[src/rtl/linear_arb.sv]
// Round-robin arbiter sharing one linear engine among NUM_REQ requesters,
// with a per-job engine clear, a RUN watchdog and per-requester done/error pulses.
//
// state  | meaning
// -------+-----------------------------------------------------------------
// IDLE   | no job; round-robin pick among pending requests
// CLR    | grant held, one-cycle local clear to the engine
// RUN    | engine started; wait for eng_done or watchdog expiry
// RESP   | one-cycle req_done (completed) or req_err (aborted) to the owner
module linear_arb #(
  parameter int NUM_REQ = 4,
  parameter int TIMEOUT = 1024,
  parameter int IDX_W   = $clog2(NUM_REQ)
) (
  input  logic               clk,
  input  logic               rst_n,
  input  logic [NUM_REQ-1:0] req,
  output logic [NUM_REQ-1:0] gnt,
  output logic [IDX_W-1:0]   sel,
  output logic               eng_clr,
  output logic               eng_start,
  input  logic               eng_done,
  output logic [NUM_REQ-1:0] req_done,
  output logic [NUM_REQ-1:0] req_err,
  output logic               busy
);

  localparam int CNT_W = $clog2(TIMEOUT);

  typedef enum logic [1:0] {
    S_IDLE = 2'd0,
    S_CLR  = 2'd1,
    S_RUN  = 2'd2,
    S_RESP = 2'd3
  } state_t;

  state_t             state, state_nxt;
  logic [IDX_W-1:0]   rr_ptr;
  logic [IDX_W-1:0]   win_idx;
  logic               win_vld;
  logic [CNT_W-1:0]   wd_cnt;
  logic               job_ok;
  logic               timeout_hit;
  logic [NUM_REQ-1:0] sel_oh;

  // Scan starts one past the last served requester, so the previous owner
  // is considered last and only wins when nobody else is pending.
  always_comb begin
    win_vld = 1'b0;
    win_idx = rr_ptr;
    for (int i = 1; i <= NUM_REQ; i++) begin
      if (!win_vld && req[(int'(rr_ptr) + i) % NUM_REQ]) begin
        win_vld = 1'b1;
        win_idx = IDX_W'((int'(rr_ptr) + i) % NUM_REQ);
      end
    end
  end

  assign sel_oh = NUM_REQ'(1) << sel;

  // A done arriving on the last allowed cycle wins over the watchdog.
  assign timeout_hit = (wd_cnt == CNT_W'(TIMEOUT - 1)) && !eng_done;

  always_comb begin
    state_nxt = state;
    gnt       = '0;
    eng_clr   = 1'b0;
    eng_start = 1'b0;
    req_done  = '0;
    req_err   = '0;
    busy      = (state != S_IDLE);
    case (state)
      S_IDLE: begin
        if (win_vld) state_nxt = S_CLR;
      end
      S_CLR: begin
        gnt       = sel_oh;
        eng_clr   = 1'b1;
        state_nxt = S_RUN;
      end
      S_RUN: begin
        gnt       = sel_oh;
        eng_start = 1'b1;
        if (eng_done || timeout_hit) state_nxt = S_RESP;
      end
      S_RESP: begin
        gnt       = sel_oh;
        if (job_ok) req_done = sel_oh;
        else        req_err  = sel_oh;
        state_nxt = S_IDLE;
      end
      default: state_nxt = S_IDLE;
    endcase
  end

  always_ff @(posedge clk) begin
    if (!rst_n) begin
      state  <= S_IDLE;
      rr_ptr <= IDX_W'(NUM_REQ - 1);
      sel    <= '0;
      wd_cnt <= '0;
      job_ok <= 1'b0;
    end else begin
      state <= state_nxt;
      if (state == S_IDLE && win_vld) sel <= win_idx;
      if (state == S_CLR) begin
        wd_cnt <= '0;
      end else if (state == S_RUN && state_nxt == S_RUN) begin
        wd_cnt <= wd_cnt + CNT_W'(1);
      end
      // Only the exit cycle of RUN matters: eng_done high there means completion.
      if (state == S_RUN) job_ok <= eng_done;
      if (state == S_RESP) rr_ptr <= sel;
    end
  end

endmodule

[config.mk]
export PLATFORM = sky130hd
export DESIGN_NAME = linear_arb
export DESIGN_NICKNAME = d
export VERILOG_FILES = /design/src/rtl/linear_arb.sv
export SDC_FILE = /design/constraint.sdc
export NUM_CORES = 1
export LEC_CHECK = 0
export ABC_CLOCK_PERIOD_IN_PS = 3000
export BUFFER_PORTS_ARGS = -buffer_cell sky130_fd_sc_hd__buf_2
export CAP_MARGIN = 10
export CORE_UTILIZATION = 45
export CTS_CLUSTER_SIZE = 8
export DETAILED_ROUTE_END_ITERATION = 10
export PLACE_DENSITY = 0.68
export SYNTH_ARGS = -nofsm -noshare
export SYNTH_HDL_FRONTEND = slang
export SYNTH_SLANG_ARGS = --single-unit
[constraint.sdc]
create_clock -name clk -period 3 [get_ports clk]
set_input_delay 0.6 -clock clk [delete_from_list [all_inputs] [get_ports clk]]
set_output_delay 0.6 -clock clk [all_outputs]
set_load 0.01 [all_outputs]
==> impl_results.md <==
- Status: finished with violations
- Failing checks: design-rule violations
- Number of diodes: 0
- Worst hold slack: 0.493 ns
- Met2 wire len: 1010 um
- Clk sink count: 17
- Fmax: approximately 420 MHz
- Commonest register cell after synthesis: dfxtp_1
- Initial Util: 47.7%
- CP Class: reg2reg
- Inserted Clock Buffers: 3
- Worst Setup EP: wd_cnt[7]
- Router iterations before antenna repair: 7
- Yosys warns: 0
- Worst hold path class: reg2reg
- Net Count, Synth: 140
- RSZ-0062 raised after global routing: false
- Top routing layer used: met3
- Final min period: 2.36 ns
- H-tree depth: 1
- Resized cells post-CTS: 0
- Commonest non-fill, non-tap cell in the layout: buf_2
- CP Data Arrival Time: between 2 and 3 ns
- Critical Path RT: 3.18 ns
- Number of synthesized register bits: 17
- Clock slew at reported path FFs: 0.09 ns
- Clock root cell: clkbuf_4
- Total GRT Usage: 19.3%
- Worst r2r path cells: 6
- Core ar.: 2210 um2
- WL met3: 70 um
- Crit path from: state[0]
- Startpoint types: register
- Post-Route WL: 2220 um
- DR DRC count: 2
- Drt via density: 5.68
- # rows: 17
- Rel. slew slack: 69.2%
- CTS tree: done
- Worst r2r src: state[0]
- Largest net degree at the start of global routing: 16
- Initial antenna violation count: 0
- Synthesized instance count: 128
- Setup Viol. Count Final: 0
- R2r setup slk: around 0.64 ns
- Die H: 50.4 um
- Pwr dens: 651 nW/um2
- Most frequent cells in the layout: 23 x buf_2, 17 x dfxtp_1, 13 x a21oi_1
- Met1 wire length: about 1100 um
- First-pass GRT wire length: 3660 um
- Clk buf depth: 2
- Routed Antenna Nets: 0
- Final Hold Violating Endpoints: 0
- Worst reg2reg path endpoint: wd_cnt[7]
- I/O pin count: 24
- Die area: 2540 um2
- Max FO, Critical Path: 15
- Number of port buffers: 23
- Iteration-0 DRC Markers: 20
- CP endpoint kind: register
- VDD IR max: 0.442 mV
- Seq/Total Area, Yosys: 32.2%
- Via count: 1016
- Leak: 0.497 nW
- GP Congestion: 0.746
- Final TNS setup: 0 ns
- Die width: between 50 and 60 um
- Post-synth ARST share: 0%
- Ratio of cells with drive above 1 in the final layout: about a fifth
- Worst clock skew: 0.00104 ns
- HPWL after detailed placement: 1650 um
- Yosys cell types: 39
- Syn Std Cell Area: approximately 1100 um2
- Layout area overhead: 14.5%
- Max cap viols: 0
- Synthesized area per cell: slightly above 8 um2
- GR Overflow Total: 0
- Clock latency at the later pin of the worst-skew pair: about 0.29 ns
- Period Utilization, post-route: 78.7%
- Post-synth EDFFs: 0
- Setup Fix Bufs, Post-CTS: 0
- Least-Margin Pin Slew: 0.462 ns
- Pins Over Slew Limit: 0
- Nets: 164
- Vias in the first global route: 853
- WL per Instance: approximately 12 um
- Number of buffers inserted by hold repair at cts: 0
critical path, cell delays in order, from the launching register on:
cell and delay (ns):
dfxtp_1 0.38, inv_1 0.11, ha_1 0.38, nor2b_1 0.13, or3_1 0.57, nor4_2 0.33
mux2_1 0.35
metal layers:
layer	global-route usage [%]	up-vias
li1	-	525
met1	23.9	478
met2	31.1	13
met3	6.36	0
met4	6.94	0
met5	0	-
registers in the layout (all words and copies together) (netlist names):
name    count
rr_ptr      2
wd_cnt     10
state       2
job_ok      1
sel         2
layout make-up:
class                           instances  area, um2
Sequential cell                        17        340
Clock buffer                            4       26.3
Tap cell                               28       35.0
Inverter                                9       33.8
Timing Repair Buffer                   24        123
Fill cell                             215       1000
Multi-Input combinational cell         97        651
logic make-up after synthesis:
| group | after synthesis | synth area share (%) |
|---|---|---|
| and+or+nand+nor | 57 | 29.9 |
| muxes | 4 | 3.91 |
| AOI/OAI and AO/OA | 31 | 21.9 |
| DFF | 17 | 32.2 |
| adders and majority gates | 5 | 5.92 |
| buffers and inverters | 14 | 6.16 |
through the flow:
| step | area [um2] | std cells | util [%] | total power [mW] | worst slack, ns |
|---|---|---|---|---|---|
| 3_3_place_gp | 1180 | 175 | 53.5 | 0.664 | 0.724 |
| 2_1_floorplan | 1060 | 128 | - | 0.583 | 0.954 |
| 3_5_place_dp | 1180 | 175 | 53.5 | 0.671 | 0.651 |
| 4_1_cts | 1210 | 179 | 54.6 | 0.794 | 0.636 |
| 6_report | 1210 | 179 | 54.6 | 0.787 | 0.640 |
| 5_1_grt | 1210 | 179 | 54.6 | 0.847 | 0.465 |
worst min path at each step:
| stage | end | from | slack, ns | depth (start not counted) |
|---|---|---|---|---|
| 2_1_floorplan | wd_cnt[8] | wd_cnt[8] | 0.45 | 2 |
| 3_3_place_gp | wd_cnt[8] | wd_cnt[8] | 0.47 | 2 |
| 3_5_place_dp | wd_cnt[8] | wd_cnt[8] | 0.48 | 2 |
| 4_1_cts | wd_cnt[8] | wd_cnt[8] | 0.50 | 2 |
| 5_1_grt | rr_ptr[1] | rst_n | 0.52 | 2 |
| 6_report | wd_cnt[8] | wd_cnt[8] | 0.49 | 2 |
synthesized netlist by cell type, types with 2 or more instances:
library cell	count	area share (%)
dfxtp_1	17	32
a21oi_1	13	6.2
nand2_1	11	3.9
nor2_1	11	3.9
inv_1	9	3.2
nor3_1	6	2.8
ha_1	5	5.9
nand2b_1	5	3.0
nand3_1	5	2.4
o31ai_1	5	3.6
or4_1	5	3.6
mux2i_1	3	2.8
and3_1	2	1.2
and4_1	2	1.7
clkbuf_1	2	0.71
o21ai_0	2	0.95
o22ai_1	2	1.2
or3_1	2	1.2
report_power, final:
group	internal [mW]	total, mW	leakage, nW	switching [mW]
logic	0.147	0.371	0.344	0.224
clock network	0.0518	0.122	0.0150	0.0698
registers	0.255	0.295	0.138	0.0397
total	0.454	0.787	0.497	0.333
(Power assumes the default switching activity.)
